===== config.mk =====
export PLATFORM = sky130hd
export DESIGN_NAME = cpu_step_ctrl
export DESIGN_NICKNAME = d
export VERILOG_FILES = /design/src/rtl/cpu_step_pkg.sv /design/src/rtl/btn_debounce.sv /design/src/rtl/cpu_step_ctrl.sv
export SDC_FILE = /design/constraint.sdc
export NUM_CORES = 1
export LEC_CHECK = 0
export BUFFER_PORTS_ARGS = -buffer_cell sky130_fd_sc_hd__buf_4
export CAP_MARGIN = 5
export CORE_MARGIN = 10
export CORE_UTILIZATION = 61
export DETAILED_ROUTE_END_ITERATION = 12
export HOLD_SLACK_MARGIN = 0.02
export MAX_ROUTING_LAYER = met4
export PLACE_DENSITY = 0.93
export SYNTH_ARGS = -nofsm -noshare
export SYNTH_HDL_FRONTEND = slang
export SYNTH_SLANG_ARGS = --single-unit
export TNS_END_PERCENT = 1

===== constraint.sdc =====
create_clock -name clk -period 5.15 [get_ports clk]
set_input_delay 0.2575 -clock clk [delete_from_list [all_inputs] [get_ports clk]]
set_output_delay 0.2575 -clock clk [all_outputs]
set_load 0.005 [all_outputs]

===== src/rtl/cpu_step_pkg.sv =====
`default_nettype none
// ----------------------------------------------------------------------------
// cpu_step_pkg: shared mode/state encodings and widths for cpu_step_ctrl.
// Revision: 1.0
// ----------------------------------------------------------------------------
package cpu_step_pkg;

    localparam int BURST_W = 8;
    localparam int CNT_W   = 32;

    typedef enum logic [1:0] {
        MODE_HALT  = 2'b00,
        MODE_RUN   = 2'b01,
        MODE_STEP  = 2'b10,
        MODE_BURST = 2'b11
    } mode_e;

    typedef enum logic [1:0] {
        ST_IDLE  = 2'b00,
        ST_RUN   = 2'b01,
        ST_ARMED = 2'b10,
        ST_BURST = 2'b11
    } state_e;

endpackage
`default_nettype wire


===== src/rtl/btn_debounce.sv =====
`default_nettype none
// ----------------------------------------------------------------------------
// btn_debounce: synchronises a raw button and emits a one-cycle press pulse.
// Revision: 1.0
// ----------------------------------------------------------------------------
module btn_debounce #(
    parameter int unsigned      DEB_W   = 20,
    parameter logic [DEB_W-1:0] DEB_CNT = DEB_W'(1000000)
) (
    input  logic clk,
    input  logic reset,
    input  logic btn_i,
    output logic press_o
);

    logic [1:0]       sync_q;
    logic             stable_q, stable_d;
    logic [DEB_W-1:0] cnt_q, cnt_d;
    logic             press_q, press_d;

    always_ff @(posedge clk or posedge reset) begin
        if (reset) begin
            sync_q   <= 2'b00;
            stable_q <= 1'b0;
            cnt_q    <= '0;
            press_q  <= 1'b0;
        end else begin
            sync_q   <= {sync_q[0], btn_i};
            stable_q <= stable_d;
            cnt_q    <= cnt_d;
            press_q  <= press_d;
        end
    end

    // Only a level held for DEB_CNT cycles is accepted; a release is accepted silently.
    always_comb begin
        stable_d = stable_q;
        cnt_d    = '0;
        press_d  = 1'b0;
        if (sync_q[1] != stable_q) begin
            if (cnt_q == DEB_CNT - 1'b1) begin
                stable_d = sync_q[1];
                press_d  = sync_q[1];
            end else begin
                cnt_d = cnt_q + 1'b1;
            end
        end
    end

    assign press_o = press_q;

endmodule
`default_nettype wire


===== src/rtl/cpu_step_ctrl.sv =====
`default_nettype none
// ----------------------------------------------------------------------------
// cpu_step_ctrl: turns the divided clock into HALT/RUN/STEP/BURST CPU enables.
// Revision: 1.0
// ----------------------------------------------------------------------------
module cpu_step_ctrl
    import cpu_step_pkg::*;
#(
    parameter int unsigned      DEB_W   = 20,
    parameter logic [DEB_W-1:0] DEB_CNT = DEB_W'(1000000)
) (
    input  logic               clk,
    input  logic               reset,
    input  logic               tick_clk,
    input  logic [1:0]         mode,
    input  logic               step_btn,
    input  logic [BURST_W-1:0] burst_len,
    output logic               cpu_en,
    output logic               busy,
    output logic [CNT_W-1:0]   cycle_cnt
);

    logic               tick_q;
    logic               tick_rise;
    logic               press;
    state_e             state_q, state_d;
    logic [BURST_W-1:0] remain_q, remain_d;
    logic               cpu_en_q, pulse_d;
    logic               busy_q, busy_d;
    logic [CNT_W-1:0]   cnt_q, cnt_d;

    btn_debounce #(
        .DEB_W   (DEB_W),
        .DEB_CNT (DEB_CNT)
    ) u_debounce (
        .clk     (clk),
        .reset   (reset),
        .btn_i   (step_btn),
        .press_o (press)
    );

    assign tick_rise = tick_clk & ~tick_q;

    always_ff @(posedge clk or posedge reset) begin
        if (reset) begin
            tick_q   <= 1'b0;
            state_q  <= ST_IDLE;
            remain_q <= '0;
            cpu_en_q <= 1'b0;
            busy_q   <= 1'b0;
            cnt_q    <= '0;
        end else begin
            tick_q   <= tick_clk;
            state_q  <= state_d;
            remain_q <= remain_d;
            cpu_en_q <= pulse_d;
            busy_q   <= busy_d;
            cnt_q    <= cnt_d;
        end
    end

    // A press in IDLE only arms; the pulse waits for a later tick rise.
    always_comb begin
        state_d  = state_q;
        remain_d = remain_q;
        case (state_q)
            ST_IDLE: begin
                if (mode == MODE_RUN) begin
                    state_d = ST_RUN;
                end else if (mode == MODE_STEP && press) begin
                    state_d = ST_ARMED;
                end else if (mode == MODE_BURST && press && burst_len != '0) begin
                    state_d  = ST_BURST;
                    remain_d = burst_len;
                end
            end
            ST_RUN: begin
                if (mode != MODE_RUN) state_d = ST_IDLE;
            end
            ST_ARMED: begin
                if (mode != MODE_STEP || tick_rise) state_d = ST_IDLE;
            end
            ST_BURST: begin
                if (mode != MODE_BURST) begin
                    state_d  = ST_IDLE;
                    remain_d = '0;
                end else if (tick_rise) begin
                    remain_d = remain_q - 1'b1;
                    if (remain_q == BURST_W'(1)) state_d = ST_IDLE;
                end
            end
            default: state_d = ST_IDLE;
        endcase
    end

    always_comb begin
        pulse_d = tick_rise &&
                  ((state_q == ST_RUN   && mode == MODE_RUN)  ||
                   (state_q == ST_ARMED && mode == MODE_STEP) ||
                   (state_q == ST_BURST && mode == MODE_BURST));
        busy_d  = (state_d == ST_ARMED) || (state_d == ST_BURST);
        cnt_d   = cnt_q + CNT_W'(pulse_d);
    end

    assign cpu_en    = cpu_en_q;
    assign busy      = busy_q;
    assign cycle_cnt = cnt_q;

endmodule
`default_nettype wire


* Word level (Yosys, flattened, before mapping)
Index checks and enable logic that the tools add are counted.
** Word-level totals
- Flip-flop bits (word level) :: 69
- Output and inout bits :: 34
- Logic and storage cells :: 68
** Operators by class
- Equal/unequal tests :: 18
- Mux-type cells :: 19
- Add/subtract/negate cells :: 3
- Reduce and logical (&&, ||, !) cells :: 16
- Bitwise gates (word level) :: 2
** Operators by type and width (number)
- 2-to-1 mux 20 bit :: 2
- 2-to-1 mux 8 bit :: 5
- adder 32 x 1 -> 32 bit :: 1
- adder 20 x 1 -> 20 bit (second input constant) :: 1
- equality test 20 bit (second input constant) :: 1
- 2-to-1 mux 2 bit :: 8
- one-hot mux 8 bit (2 select lines) :: 1
- equality test 2 bit (second input constant) :: 6
- != test 2 bit (second input constant) :: 5
- equality test 8 x 1 -> 1 bit (second input constant) :: 1
- one-hot mux 2 bit (4 select lines) :: 1
- nonzero test 8 bit :: 1
- subtractor 8 x 1 -> 8 bit (second input constant) :: 1
- logical AND 1 bit :: 7
- AND reduction 5 bit :: 1
- equality test 2 x 1 -> 1 bit (second input constant) :: 2
- logical OR 1 bit :: 4
- != test 3 bit (second input constant) :: 1
- zero test 2 bit :: 1
- 2-to-1 mux 1 bit :: 2
- != test 2 x 1 -> 1 bit (second input constant) :: 1
- AND reduction 2 bit :: 1
- nonzero test 2 bit :: 1
- bitwise AND 1 bit :: 1
- 2 further kinds :: 2

* Depth between registers and ports, before layout
- Depth after elaboration :: 9
- Gate-level depth with buffers :: 12
- Gate-level depth less buffers :: 10

* Cells and area by module
From an unflattened synthesis, not the netlist that was laid out.
** Unflattened totals
- Cell total of the unflattened synthesis :: 326
- Area total of the unflattened synthesis :: 3492.1 µm²
** By module, submodules not included
- cpu_step_ctrl :: times used 1, seq. area each 1126.1 µm², cells each 218, area an instance 2303.5 µm²
- btn_debounce :: times used 1, seq. area each 600.6 µm², cells each 108, area an instance 1188.6 µm²

* Worst setup path after synthesis
OpenSTA, ideal clock, no wires.
- Kind :: register -> register
- From :: register state_q[1]
- To :: register cnt_q[22], in the netlist cycle_cnt[22]
- Required time :: 5.071 ns
- Arrival :: 2.281 ns
- Cell stages (with the launch flop) :: 13
- Setup time :: 0.079 ns
- Path slack :: 2.789 ns
- Buffers on the path :: 2
- Clock period less this slack :: 2.361 ns
- Cell sequence :: dfrtp_1 > clkbuf_1 > inv_1 > nor4b_1 > a31oi_1 > nor2_1 > ha_1 > ha_1 > and4_1 > nand3_1 > clkbuf_1 > nor4_1 > xor2_1
** Between the ends
- Longest elaborated chain between the ends :: 6
- Elaborated cells on any way between the ends :: 10
** Ends and longest elaborated chain
- start: declaration :: line cpu_step_ctrl.sv:26 : state_e state_q, state_d;
- start signal: assignment :: line cpu_step_ctrl.sv:54 : state_q <= state_d;
- equality test 2 x 1 -> 1 bit / equality test 2 bit (equally long branches) :: line cpu_step_ctrl.sv:98, cpu_step_ctrl.sv:99
- logical AND 1 bit, on equally long branches :: line cpu_step_ctrl.sv:98, cpu_step_ctrl.sv:99
- logical OR 1 bit :: line cpu_step_ctrl.sv:98 : ((state_q == ST_RUN && mode == MODE_RUN) ||
- logical OR 1 bit (*) :: line cpu_step_ctrl.sv:99 : (state_q == ST_ARMED && mode == MODE_STEP) ||
- logical AND 1 bit (*) :: line cpu_step_ctrl.sv:97 : pulse_d = tick_rise &&
- named net pulse_d :: line cpu_step_ctrl.sv:28 : logic cpu_en_q, pulse_d;
- adder 32 x 1 -> 32 bit (*) :: line cpu_step_ctrl.sv:102 : cnt_d = cnt_q + CNT_W'(pulse_d);
- named net cnt_d[22] :: line cpu_step_ctrl.sv:30 : logic [CNT_W-1:0] cnt_q, cnt_d;
- end signal: assignment :: line cpu_step_ctrl.sv:58 : cnt_q <= cnt_d;
- end: declaration :: line cpu_step_ctrl.sv:30
Mark *: on every way through the listed nets, which the timed path passes. The rest lies on a longest branch.
A chain may end at the register's enable or synchronous reset.

* Worst setup path after layout
- From :: register state_q[1]
- To :: register cnt_q[30], in the netlist cycle_cnt[30]
The elaborated chain is that of the path after synthesis.

==> flow_summary.toml <==
[floorplanning]
ios = 48
start_util_pct = 62.3
fp.dieW_um = 94.5
coreArea_um2 = 5440
chipHeight_um = 94.5
core.rowCount = 27
die_area_um2 = 8940

[yosys]
avgSynthCellArea_um2 = 9.94
ys_seq_elements = 69
synth_compound_area_share_pct = 11.1
synth_top_flop_cell = "dfrtp_1"
yosys.area.top_type_share_pct = 51.0
synthDistinctLibCells = 41
synth_fa_ha_area_share_pct = 1.85
synthCells = 341
synthMuxAreaShare_pct = 0.332
synth_area_leaders = "dfrtp_1 (51%), xor2_1 (5.9%), xnor2_1 (5.2%)"
synth-simple-area-share_pct = 21.4
synth_top_family_by_area = "simple AND/OR/NAND/NOR gates"
synthArstFlopShare_pct = 100
yosys_warnings = 0
synth_edf_count = 0
synthXorXnorAreaFrac_pct = 11.1
syn_area_um2 = 3390
synthesis.nets = 360
yosysSeqAreaShare_pct = 51.0
yosysTopAreaCell = "dfrtp_1"

[run]
drv_cap = 0

[hold_path]
hold_path_class = "input port to flip-flop"
holdPathStages = 1

[global_route]
grt_util_all_layers_pct = 20.3
top_usage_layer = "met2"
grt_util_met2_pct = 33.5
globalRouteOverflowTotal = 0
grt_max_degree = 70
use_met3_pct = 5.08
grt_pass1_wl_um = 14200
grt_use_met1_pct = 23.9
grt_pass1_vias = 2866
antenna_found_initial = 0

[layout]
area_growth_pct = 20.1
drive_gt1_share_pct = 18.6
layout_commonest_cell = "dfrtp_1"
postLayoutCoreUtil_pct = 74.8
nets = 411
n_antenna_cell = 0
final_cell_mix = "dfrtp_1 (69), buf_4 (49), nand2_1 (23), xor2_1 (23), nor2_1 (23)"

[timing]
slew_viol_final = 0
worstMarginPinSlew_ps = 834
rsz0062_at_grt = "no"
hold_viol = 0
max_freq_mhz = 350
finalClockSkew_ps = 8.87
relSlewSlack_pct = 44.4
finalSetupViolations = 0
post-route-period-util_pct = 55.5
fin_ws_ps = 2290
setup_tns_ps = 0
period_minus_slack_ps = 2860

[clock_tree]
tritoncts = "built"
htree_levels = 3
clk_pin_slew_ps = 80
insertion_delay_ps = 350
postCtsSetupBuffers = 0
numCtsBuffers = 9
clockRootBuffer = "clkbuf_8"
cts.path.max_buffers = 2
numClockSinks = 69

[power]
peakVddDrop_mv = 0.238
cellPowerDensity_nw_per_um2 = 286
p_leak_nw = 1.91

[route]
wl_per_cell_um = 18.3
antenna_left = 0
drt-pass1-iter-count = 5
drcViolationCount = 0
vias = 2910
wirelength_um = 8580
initialDrtViolationCount = 347
viasPerCell = 6.20

[worst_setup_path]
critPathMaxFanout = 11
arrival_ps = 3130
worstRegToRegCells = 10
cp-end-kind = "flip-flop"
criticalPathCategory = "flip-flop to flip-flop"
start_kind = "flip-flop"
critical_path_required_ps = 5420

[status]
status = "complete, no violations"

[placement]
place_ws_ps = 2480
port_buffers = 47
gp_congestion = 0.936
hpwlAfterDp_um = 5500
## timing repair
action,in CTS,in global routing
setup endpoints to repair,0,0
hold buffers,1,0
endpoints found under the hold margin,1,0
gates resized for setup,0,0
## report_power, final
part	switching, mW	internal [mW]
combinational	0.0310	0.0249
sequential	0.0110	0.553
clock	0.212	0.334
## synth_stat cells, types with 9 or more instances
library cell / count
nor4_1: 10
xnor2_1: 20
xor2_1: 23
dfrtp_1: 69
inv_1: 19
nor2_1: 23
nand3_1: 17
nand4_1: 9
a21oi_1: 20
nor3_1: 19
clkbuf_1: 9
nand2_1: 23
## sequential cells by signal, summed over array words and instances (netlist names)
name,cells
busy,1
cpu_en,1
cycle_cnt,32
remain_q,8
state_q,2
tick_q,1
u_debounce.cnt_q,20
u_debounce.press_o,1
u_debounce.stable_q,1
u_debounce.sync_q,2
## per-layer routing
| layer | vias up | part of all wire [%] |
|---|---|---|
| li1 | 1322 | - |
| met1 | 1431 | 41 |
| met2 | 122 | 50 |
| met3 | 35 | 5.8 |
| met4 | 0 | 2.4 |
| met5 | - | 0 |
## final cells by class
class	instances	area [um^2]
Clock buffer	10	138
Clock inverter	6	110
Fill cell	340	1370
Inverter	19	71.3
Multi-Input combinational cell	243	1560
Sequential cell	69	1730
Tap cell	72	90.1
Timing Repair Buffer	50	378
## final timing paths
check	startpoint	end	slack, ps
min in group asynchronous	reset	cycle_cnt[0]	170
worst max register to register	state_q[1]	cycle_cnt[30]	2290
worst min-delay path	tick_clk	tick_q	50
worst max-delay path	state_q[1]	cycle_cnt[30]	2290
max in group asynchronous	reset	cycle_cnt[27]	4450
worst min register to register	u_debounce.sync_q[0]	u_debounce.sync_q[1]	350
## stage by stage
step           area, um^2  hold WS (ps)  power (mW)  instances
2_1_floorplan        3390           289       0.597        341
3_3_place_gp         3810           334       0.626        452
3_5_place_dp         3810           335       0.628        452
4_1_cts              4070          31.8        1.17        469
5_1_grt              4070          26.7        1.20        469
6_report             4070          45.5        1.17        469
## worst max-delay path, stage by stage (launching register included)
cell	delay [ps]
dfrtp_1	490
inv_1	90
nor4b_1	310
a31oi_1	70
nor2_1	160
ha_1	190
ha_1	210
and4_1	270
nand3_1	340
nor4_1	460
xor2_1	190
## cells by family (layout without fill, tap and decap cells)
kind of cell / after synthesis / in the layout
buffers and inverters: 29 / 85
AND/OR/NAND/NOR: 136 / 136
flip-flops: 69 / 69
adder cells (fa/ha/maj): 5 / 5
multiplexers: 1 / 1
XOR/XNOR: 43 / 43
AO/OA/AOI/OAI: 58 / 58
Note: power is estimated with default switching activity, not from simulation.
